### config.mk
export PLATFORM = sky130hd
export DESIGN_NAME = memory_request_arbiter
export DESIGN_NICKNAME = d
export VERILOG_FILES = /design/src/rtl/memory_request_arbiter_pkg.sv /design/src/rtl/memory_request_arbiter_request_order_fifo.sv /design/src/rtl/memory_request_arbiter.sv
export SDC_FILE = /design/constraint.sdc
export NUM_CORES = 1
export LEC_CHECK = 0
export CELL_PAD_IN_SITES_DETAIL_PLACEMENT = 0
export CELL_PAD_IN_SITES_GLOBAL_PLACEMENT = 1
export CORE_MARGIN = 8
export CORE_UTILIZATION = 13
export DETAILED_ROUTE_END_ITERATION = 10
export PLACE_DENSITY = 0.91
export SETUP_SLACK_MARGIN = 0.02
export SLEW_MARGIN = 20
export SYNTH_ARGS = -nofsm -noshare
export SYNTH_HDL_FRONTEND = slang
export SYNTH_SLANG_ARGS = --single-unit
### constraint.sdc
create_clock -name clock -period 2.8 [get_ports clock]
set_input_delay 0.42 -clock clock [delete_from_list [all_inputs] [get_ports clock]]
set_output_delay 0.42 -clock clock [all_outputs]
set_load 0.1 [all_outputs]
### src/rtl/memory_request_arbiter_pkg.sv
// Shared types for the memory request arbiter: requester IDs, the SRAM
// request bundle and the arbiter FSM encoding, plus small helpers.
package memory_arbiter_params;

  localparam int SRAM_ADDR_WIDTH = 32;
  localparam int SRAM_DATA_WIDTH = 32;

  typedef enum logic {
    REQUESTER_INST = 1'b0,
    REQUESTER_DATA = 1'b1
  } RequesterId;

  // Request fields at the default SRAM widths.
  typedef struct packed {
    logic                             wr;
    logic [1:0]                       size;
    logic [SRAM_ADDR_WIDTH-1:0]       addr;
    logic [SRAM_DATA_WIDTH/8-1:0]     wstrb;
    logic [SRAM_DATA_WIDTH-1:0]       wdata;
  } SramRequest;

  typedef enum logic [1:0] {
    IDLE      = 2'd0,
    LOCK_INST = 2'd1,
    LOCK_DATA = 2'd2
  } ArbiterState;

  // The requester that is not `id`.
  function automatic RequesterId other_requester(input RequesterId id);
    return (id == REQUESTER_INST) ? REQUESTER_DATA : REQUESTER_INST;
  endfunction

  // Lock state that holds a grant for `id` while its address phase waits.
  function automatic ArbiterState lock_state_for(input RequesterId id);
    return (id == REQUESTER_DATA) ? LOCK_DATA : LOCK_INST;
  endfunction

endpackage

### src/rtl/memory_request_arbiter_request_order_fifo.sv
// Order FIFO holding the requester ID of every accepted, unanswered
// transaction. Pointers wrap modulo DEPTH; count runs 0..DEPTH.
module request_order_fifo
  import memory_arbiter_params::*;
#(
  parameter int DEPTH = 2
) (
  input  logic                         clock,
  input  logic                         reset,
  input  logic                         push,
  input  RequesterId                   push_id,
  input  logic                         pop,
  output RequesterId                   head,
  output logic [$clog2(DEPTH+1)-1:0]   count,
  output logic                         empty,
  output logic                         full
);

  localparam int CNT_W = $clog2(DEPTH + 1);
  localparam int PTR_W = (DEPTH > 1) ? $clog2(DEPTH) : 1;

  RequesterId        mem_r [DEPTH];
  logic [PTR_W-1:0]  wr_ptr_r;
  logic [PTR_W-1:0]  rd_ptr_r;
  logic [CNT_W-1:0]  count_r;
  logic              do_push_s;
  logic              do_pop_s;

  function automatic logic [PTR_W-1:0] next_ptr(input logic [PTR_W-1:0] ptr);
    if (ptr == PTR_W'(DEPTH - 1)) begin
      return '0;
    end else begin
      return ptr + PTR_W'(1);
    end
  endfunction

  assign empty = (count_r == '0);
  assign full  = (count_r == CNT_W'(DEPTH));
  assign count = count_r;
  assign head  = mem_r[rd_ptr_r];

  // A full FIFO still accepts a push when the head leaves in the same cycle.
  assign do_pop_s  = pop & ~empty;
  assign do_push_s = push & (~full | do_pop_s);

  // Storage, pointers and occupancy.
  always_ff @(posedge clock or negedge reset) begin
    if (!reset) begin
      for (int i = 0; i < DEPTH; i++) begin
        mem_r[i] <= REQUESTER_INST;
      end
      wr_ptr_r <= '0;
      rd_ptr_r <= '0;
      count_r  <= '0;
    end else begin
      if (do_push_s) begin
        mem_r[wr_ptr_r] <= push_id;
        wr_ptr_r        <= next_ptr(wr_ptr_r);
      end
      if (do_pop_s) begin
        rd_ptr_r <= next_ptr(rd_ptr_r);
      end
      case ({do_push_s, do_pop_s})
        2'b10:   count_r <= count_r + CNT_W'(1);
        2'b01:   count_r <= count_r - CNT_W'(1);
        default: count_r <= count_r;
      endcase
    end
  end

endmodule

### src/rtl/memory_request_arbiter.sv
// Shares one SRAM-like port between instruction fetch and load/store.
// One requester owns each address phase until it is accepted; owner IDs of
// accepted transactions are queued so in-order responses return to them.
// Build option: MEM_ARB_ROUND_ROBIN_EN alternates the winner of conflicts;
// otherwise data always beats inst.
module memory_request_arbiter
  import memory_arbiter_params::*;
#(
  parameter int ADDR_WIDTH      = 32,
  parameter int DATA_WIDTH      = 32,
  parameter int MAX_OUTSTANDING = 2
) (
  input  logic                    clock,
  input  logic                    reset,
  input  logic                    inst_req,
  input  logic                    inst_wr,
  input  logic [1:0]              inst_size,
  input  logic [ADDR_WIDTH-1:0]   inst_addr,
  input  logic [DATA_WIDTH/8-1:0] inst_wstrb,
  input  logic [DATA_WIDTH-1:0]   inst_wdata,
  output logic                    inst_addr_ok,
  output logic                    inst_data_ok,
  output logic [DATA_WIDTH-1:0]   inst_rdata,
  input  logic                    data_req,
  input  logic                    data_wr,
  input  logic [1:0]              data_size,
  input  logic [ADDR_WIDTH-1:0]   data_addr,
  input  logic [DATA_WIDTH/8-1:0] data_wstrb,
  input  logic [DATA_WIDTH-1:0]   data_wdata,
  output logic                    data_addr_ok,
  output logic                    data_data_ok,
  output logic [DATA_WIDTH-1:0]   data_rdata,
  output logic                    mem_req,
  output logic                    mem_wr,
  output logic [1:0]              mem_size,
  output logic [ADDR_WIDTH-1:0]   mem_addr,
  output logic [DATA_WIDTH/8-1:0] mem_wstrb,
  output logic [DATA_WIDTH-1:0]   mem_wdata,
  input  logic                    mem_addr_ok,
  input  logic                    mem_data_ok,
  input  logic [DATA_WIDTH-1:0]   mem_rdata,
  output logic                    protocol_error
);

  localparam int CNT_W = $clog2(MAX_OUTSTANDING + 1);

  ArbiterState       state_r;
  ArbiterState       state_nxt_s;
  RequesterId        pick_s;
  RequesterId        owner_s;
  logic              owner_req_s;
  logic              grant_allow_s;
  logic              accept_s;
  logic              fifo_push_s;
  logic              fifo_pop_s;
  RequesterId        head_s;
  logic [CNT_W-1:0]  count_s;
  logic              empty_s;
  logic              full_s;
  logic              protocol_error_r;

  // New grants only while there is room for another outstanding transaction.
  assign grant_allow_s = (count_s < CNT_W'(MAX_OUTSTANDING));

`ifdef MEM_ARB_ROUND_ROBIN_EN
  RequesterId last_winner_r;
  logic       conflict_lock_r;
  logic       conflict_s;

  assign conflict_s = inst_req & data_req;

  // Winner selection: conflicts go to whoever lost the last accepted conflict.
  always_comb begin
    if (conflict_s) begin
      pick_s = other_requester(last_winner_r);
    end else if (data_req) begin
      pick_s = REQUESTER_DATA;
    end else begin
      pick_s = REQUESTER_INST;
    end
  end

  // Remember the winner of a conflict once its address phase is accepted,
  // including conflicts whose grant had to wait in a lock state.
  always_ff @(posedge clock or negedge reset) begin
    if (!reset) begin
      last_winner_r   <= REQUESTER_INST;
      conflict_lock_r <= 1'b0;
    end else if ((state_r == IDLE) && grant_allow_s && conflict_s) begin
      if (mem_addr_ok) begin
        last_winner_r <= pick_s;
      end else begin
        conflict_lock_r <= 1'b1;
      end
    end else if ((state_r != IDLE) && mem_addr_ok) begin
      if (conflict_lock_r) begin
        last_winner_r <= owner_s;
      end else begin
        last_winner_r <= last_winner_r;
      end
      conflict_lock_r <= 1'b0;
    end else begin
      last_winner_r   <= last_winner_r;
      conflict_lock_r <= conflict_lock_r;
    end
  end
`else
  // Winner selection: data always beats inst.
  always_comb begin
    if (data_req) begin
      pick_s = REQUESTER_DATA;
    end else begin
      pick_s = REQUESTER_INST;
    end
  end
`endif

  // FSM state register.
  always_ff @(posedge clock or negedge reset) begin
    if (!reset) begin
      state_r <= IDLE;
    end else begin
      state_r <= state_nxt_s;
    end
  end

  // FSM next state: lock onto an owner whose address phase is stalled.
  always_comb begin
    state_nxt_s = state_r;
    case (state_r)
      IDLE: begin
        if (owner_req_s && !mem_addr_ok) begin
          state_nxt_s = lock_state_for(owner_s);
        end else begin
          state_nxt_s = IDLE;
        end
      end
      LOCK_INST, LOCK_DATA: begin
        if (mem_addr_ok) begin
          state_nxt_s = IDLE;
        end else begin
          state_nxt_s = state_r;
        end
      end
      default: state_nxt_s = IDLE;
    endcase
  end

  // FSM outputs: current owner and whether it is requesting.
  always_comb begin
    owner_s     = REQUESTER_INST;
    owner_req_s = 1'b0;
    case (state_r)
      IDLE: begin
        owner_s = pick_s;
        if (grant_allow_s) begin
          owner_req_s = inst_req | data_req;
        end else begin
          owner_req_s = 1'b0;
        end
      end
      LOCK_INST: begin
        owner_s     = REQUESTER_INST;
        owner_req_s = inst_req;
      end
      LOCK_DATA: begin
        owner_s     = REQUESTER_DATA;
        owner_req_s = data_req;
      end
      default: begin
        owner_s     = REQUESTER_INST;
        owner_req_s = 1'b0;
      end
    endcase
  end

  // Downstream request fields follow the owner combinationally.
  assign mem_req   = reset & owner_req_s;
  assign mem_wr    = (owner_s == REQUESTER_DATA) ? data_wr    : inst_wr;
  assign mem_size  = (owner_s == REQUESTER_DATA) ? data_size  : inst_size;
  assign mem_addr  = (owner_s == REQUESTER_DATA) ? data_addr  : inst_addr;
  assign mem_wstrb = (owner_s == REQUESTER_DATA) ? data_wstrb : inst_wstrb;
  assign mem_wdata = (owner_s == REQUESTER_DATA) ? data_wdata : inst_wdata;

  assign accept_s     = mem_req & mem_addr_ok;
  assign inst_addr_ok = accept_s & (owner_s == REQUESTER_INST);
  assign data_addr_ok = accept_s & (owner_s == REQUESTER_DATA);

  // A response with nothing outstanding is unexpected and pops nothing.
  assign fifo_pop_s  = mem_data_ok & ~empty_s;
  assign fifo_push_s = accept_s & (~full_s | fifo_pop_s);

  request_order_fifo #(
    .DEPTH (MAX_OUTSTANDING)
  ) u_order_fifo (
    .clock   (clock),
    .reset   (reset),
    .push    (fifo_push_s),
    .push_id (owner_s),
    .pop     (fifo_pop_s),
    .head    (head_s),
    .count   (count_s),
    .empty   (empty_s),
    .full    (full_s)
  );

  // Responses return to the oldest outstanding owner; read data is shared.
  assign inst_data_ok = reset & fifo_pop_s & (head_s == REQUESTER_INST);
  assign data_data_ok = reset & fifo_pop_s & (head_s == REQUESTER_DATA);
  assign inst_rdata   = mem_rdata;
  assign data_rdata   = mem_rdata;

  // Sticky flag for a response arriving with nothing outstanding.
  always_ff @(posedge clock or negedge reset) begin
    if (!reset) begin
      protocol_error_r <= 1'b0;
    end else if (mem_data_ok && empty_s) begin
      protocol_error_r <= 1'b1;
    end else begin
      protocol_error_r <= protocol_error_r;
    end
  end

  assign protocol_error = protocol_error_r;

endmodule

==> run summary <==
Post-layout nets: 683
CTS Hold Bufs: 0
critical path fanouts, max: 35
die height: 138 µm
cell area after layout: 0.00475 mm²
effective utilization at floorplan: 0.133
Layout area overhead: 147%
DRT iter0 DRCs: 71
Data required, critical path: 2380 ps
Worst path max stage delay: 410 ps
Tmin final: 2450 ps
Max Cap Viol: 0
vias in the first global route: 2777
Final Non-Filler Cells: 681
H-tree Lvls: 1
initial antenna violation count: 0
reg2reg start: state_r[0]
grt ovf: 0
count of cell types in the netlist: 27
Worst Skew: 2.25 ps
CTS Buffer Depth: 2
Antenna Nets Post-Route: 0
vias post-DR: 2574
hpwl dp: 8270 µm
die width: 138 µm
final setup violating endpoints: 0
R2R setup slack: 880 ps
Final period util: 0.875
commonest non-fill, non-tap cell in the layout: nand2_1
cell mode on critical path: nand2_1
Max Transition Viols Final: 0
WHS Path Cells: 1
Total Routing Usage GR: 0.0909
WL/cell: 13.9 µm
Routed WL: 9440 µm
diode count: 0
DR DRC count: 0
r2r worst-path depth: 8
crit path launch: state_r[0]
max_slew headroom: 0.754
Least-Margin Pin Slew: 370 ps
post-CTS sizing: 0
Post-synth EDFFs: 0
mapped cell area: 0.00193 mm²
Post-DP Area: 0.00468 mm²
critical path class: flip-flop to output pin
number of hold violations in the final report: 0
TritonRoute pass-1 iters: 4
area of the multi-input gates: 0.00115 mm²
RePlAce Congestion: 0.692
CP startpoint kind: flip-flop
synthesized net count: 529
io pins: 321
clk_lat worst skew: 240 ps
commonest non-fill, non-tap cells in the layout: nand2_1 (215), clkdlybuf4s50_1 (147), buf_12 (78)
Seq/Total Area, Yosys: 0.117
Worst EP arrival: 2030 ps
Core Area: 0.0145 mm²
I/O Buffers: 224
worst path cell trace: inv_1, ha_1, a21o_2, buf_4, nand2_1, nand2_1, buf_12
ys flop type: dfrtp_1
TritonCTS clock tree: built
layout cells sized above 1: 0.189
RSZ-0062 raised after global routing: no
Fill cells: 1522
CTS buffer count: 3
Post-Route Setup TNS: 0 ps
Critical Path End Type: output pin
DP Cell Count: 677
Vias/cell: 3.78
area occupied by registers: 225 µm²
async set-reset flop share out of synthesis: 1.00
clock-pin slew on the worst setup and hold paths: 40 ps
run status: finished clean
hold crit path type: flip-flop to flip-flop
row count: 44
crit path max-delay cell type: dfrtp_1
largest net degree at the start of global routing: 45
clock sink count: 9
crit path to: mem_addr[0]
FMAX: 408 MHz
Layout Utilization: 0.327
RR Endpoint: u_order_fifo.count[1]
Cells after Synth: 344
first-pass GRT wire length: 13900 µm
Post-CTS Setup Bufs: 0
#FFs+latches synth: 9
Yosys warnings: 0
die area: 0.0190 mm²
Root Driver: clkbuf_16
Synth Area per Inst: 5.60 µm²
through the flow:
stage,worst slack [ps],hold slack [ps]
2_1_floorplan,198,124
3_3_place_gp,429,442
3_5_place_dp,411,451
4_1_cts,335,460
5_1_grt,229,487
6_report,349,460
final cells by class:
type | instances | share of cell area
sequential | 9 | 0.0474
clock buffer | 4 | 0.0166
tap | 184 | 0.0484
multi-input combinational | 252 | 0.241
inverter | 3 | 0.00237
timing repair buffer | 229 | 0.644
worst min path at each step:
| stage | startpoint | endpoint |
|---|---|---|
| 2_1_floorplan | reset | protocol_error |
| 3_3_place_gp | protocol_error | protocol_error |
| 3_5_place_dp | protocol_error | protocol_error |
| 4_1_cts | protocol_error | protocol_error |
| 5_1_grt | protocol_error | protocol_error |
| 6_report | protocol_error | protocol_error |
critical path: cells and delay by family, from the launching register on:
kind / cells / cell delay, ps
buffers and inverters: 3 / 610
flip-flops: 1 / 410
adder cells (fa/ha/maj): 1 / 300
AND/OR/NAND/NOR: 2 / 240
AO/OA/AOI/OAI: 1 / 210
logic make-up (layout without fill, tap and decap cells):
logic type      Yosys count  in the layout  synth area share
compound gates           10             10            0.0506
xor+xnor                  5              5            0.0227
fa+ha+maj                 5              5            0.0324
buf+inv                  83            236             0.295
flops                     9              9             0.117
mux                       2              2            0.0130
simple gates            230            230             0.469
flip-flops by register name, indices dropped and copies added, names as in the netlist:
name and count:
u_order_fifo.count 2, u_order_fifo.mem_r 2, u_order_fifo.rd_ptr_r 1, protocol_error 1, u_order_fifo.wr_ptr_r 1, state_r 2
Yosys cell counts (all sizes together), types with 2 or more instances:
master / number / area share
dfrtp: 9 / 0.12
buf: 78 / 0.29
inv: 3 / 0.0058
nor2b: 2 / 0.0078
and3: 3 / 0.0097
ha: 5 / 0.032
nor2: 6 / 0.012
a21o: 2 / 0.0078
nand2: 215 / 0.42
a32oi: 2 / 0.0091
clkbuf: 2 / 0.0039
xnor2: 4 / 0.018
per-layer routing:
metal	up-vias	global-route usage	part of all wire
met5	-	0	0
met4	0	0.0424	0.037
met3	29	0.0489	0.17
met2	180	0.155	0.46
met1	1080	0.0890	0.33
li1	1285	-	-
Power is left out: the tool's default activity adds up to more than one toggle a clock period on the data nets, which glitch-free logic cannot reach.
==> edit: new RTL, same settings <==
Change the parameter `ADDR_WIDTH` from 32 to 28.
--- a/src/rtl/memory_request_arbiter.sv
+++ b/src/rtl/memory_request_arbiter.sv
@@ -8,3 +8,3 @@
 #(
-  parameter int ADDR_WIDTH      = 32,
+  parameter int ADDR_WIDTH      = 28,
   parameter int DATA_WIDTH      = 32,
Interface: changed (resized data_addr, inst_addr and mem_addr); port bits go from 321 to 309. The function was not compared with the original's and may differ.
==> edit against the original RTL <==
Critical path depth shrank 1; final area shrank 4.7%; largest cell class unchanged; area after synthesis is 3.2% lower; critical path type is now in -> out; first-iteration DRC count grew 8.5%; sequential cell count is the same; highest routed layer unchanged; routed wire length fell by 2.1%; worst setup slack gained 54 ps.
Power is left out: the tool's default activity adds up to more than one toggle a clock period on the data nets, which glitch-free logic cannot reach.
==> edit: results (changes against the original RTL) <==
stage,metric,value,unit,change
route,DRT iter0 DRCs,77,,was 71
finish,inverters,3,,unchanged
timing,Fin Clk Skew,0.488,ps,was 2.25 ps
clock_network,post_cts resized,0,,unchanged
route,Metal-1 WL,3.07,mm,was 3.15 mm
yosys,prevailing post-synth register cell,dfrtp_1,,unchanged
finish,final net count,650,,was 683
route,WL met2,4.66,mm,was 4.37 mm
route,vias per std cell,3.66,,was 3.78
global_routing,largest net degree at the start of global routing,71,,was 45
yosys,XOR/XNOR Fraction of Synth Area,0.0235,,was 0.0227
placed_design,post-DP HPWL,7.95,mm,was 8.27 mm
worst_setup_path,Max stage delay on crit path,520,ps,was 410 ps
worst_setup_path,CP arrival,1980,ps,was 2030 ps
timing,hold_ws,480,ps,was 460 ps
yosys,synth cell count leaders,"203 x nand2_1, 64 x buf_4, 9 x buf_2, 9 x dfrtp_1",,"was 215 x nand2_1, 64 x buf_4, 14 x buf_2, 9 x dfrtp_1, 6 x nor2_1"
finish,multi-input gates,240,,was 252
finish,area fraction of clock buffers and clock inverters,0.0174,,was 0.0166
global_routing,vias in the first global route,2454,,was 2777
global_routing,first-pass GRT wire length,13.5,mm,was 13.9 mm
worst_setup_path,CP max-delay cell,clkdlybuf4s50_1,,was dfrtp_1
finish,layout cells sized above 1,0.189,,about the same
yosys,syn_nets,508,,was 529
yosys,post-synthesis mux area share,0.0134,,was 0.0130
finish,sequential cell area share,0.0497,,was 0.0474
placed_design,GP Congestion,0.757,,was 0.692
route,Top Layer Used,met4,,unchanged
yosys,Async SR Flop Fraction,1.00,,unchanged
finish,fillers,1425,,was 1522
outcome,status,finished clean,,unchanged
worst_setup_path,CP Max Fanout,7,,was 35
route,routed wl met3,1.29,mm,was 1.57 mm
clock_network,Worst-path clk slew,40,ps,about the same
clock_network,htree depth,1,,unchanged
timing,worst-margin pin slew,355,ps,was 370 ps
yosys,Post-Synth Adder-Cell Area,0.0335,,was 0.0324
finish,number of ordinary and repair buffers in the finished layout,216,,was 229
finish,Data buffer area share,0.639,,was 0.644
global_routing,Total GRT Usage,0.0917,,was 0.0909
yosys,ranking of synthesized cells by area,"nand2_1 41%, buf_4 26%, dfrtp_1 12%",,"was nand2_1 42%, buf_4 25%, dfrtp_1 12%"
finish,multi-input logic area,1090,um^2,was 1150 um^2
finish,n_diodes,0,,unchanged
placed_design,# port buffers,212,,was 224
route,Post-Route WL,9.24,mm,was 9.44 mm
yosys,register area share after synthesis,0.121,,was 0.117
yosys,Synth Area in Compound Gates,0.0543,,was 0.0506
clock_network,setup bufs post-CTS,0,,unchanged
clock_network,CTS Buf Count,3,,unchanged
## edit: worst paths after layout
| check | startpoint | to | cells past startpoint |
|---|---|---|---|
| worst min register to register | protocol_error | protocol_error | 1 |
| worst max-delay path | data_req | inst_addr_ok | 6 |
| worst min-delay path | protocol_error | protocol_error | 1 |
| max in group asynchronous | reset | u_order_fifo.mem_r[1] | 2 |
| worst max register to register | state_r[0] | u_order_fifo.count[1] | 8 |
| min in group asynchronous | reset | protocol_error | 2 |
## edit: per-layer routing
layer,vias to the layer above,track usage
met5,-,0
met4,0,0.0271
met3,26,0.0516
met2,152,0.163
met1,984,0.0888
li1,1226,-
## edit: stage by stage
step           cells  setup WS [ps]  area, um^2   util
2_1_floorplan    331            282        1870      -
6_report         652            403        4530  0.325
3_3_place_gp     648            443        4450  0.319
3_5_place_dp     648            420        4450  0.319
5_1_grt          652            263        4530  0.325
4_1_cts          652            393        4530  0.325
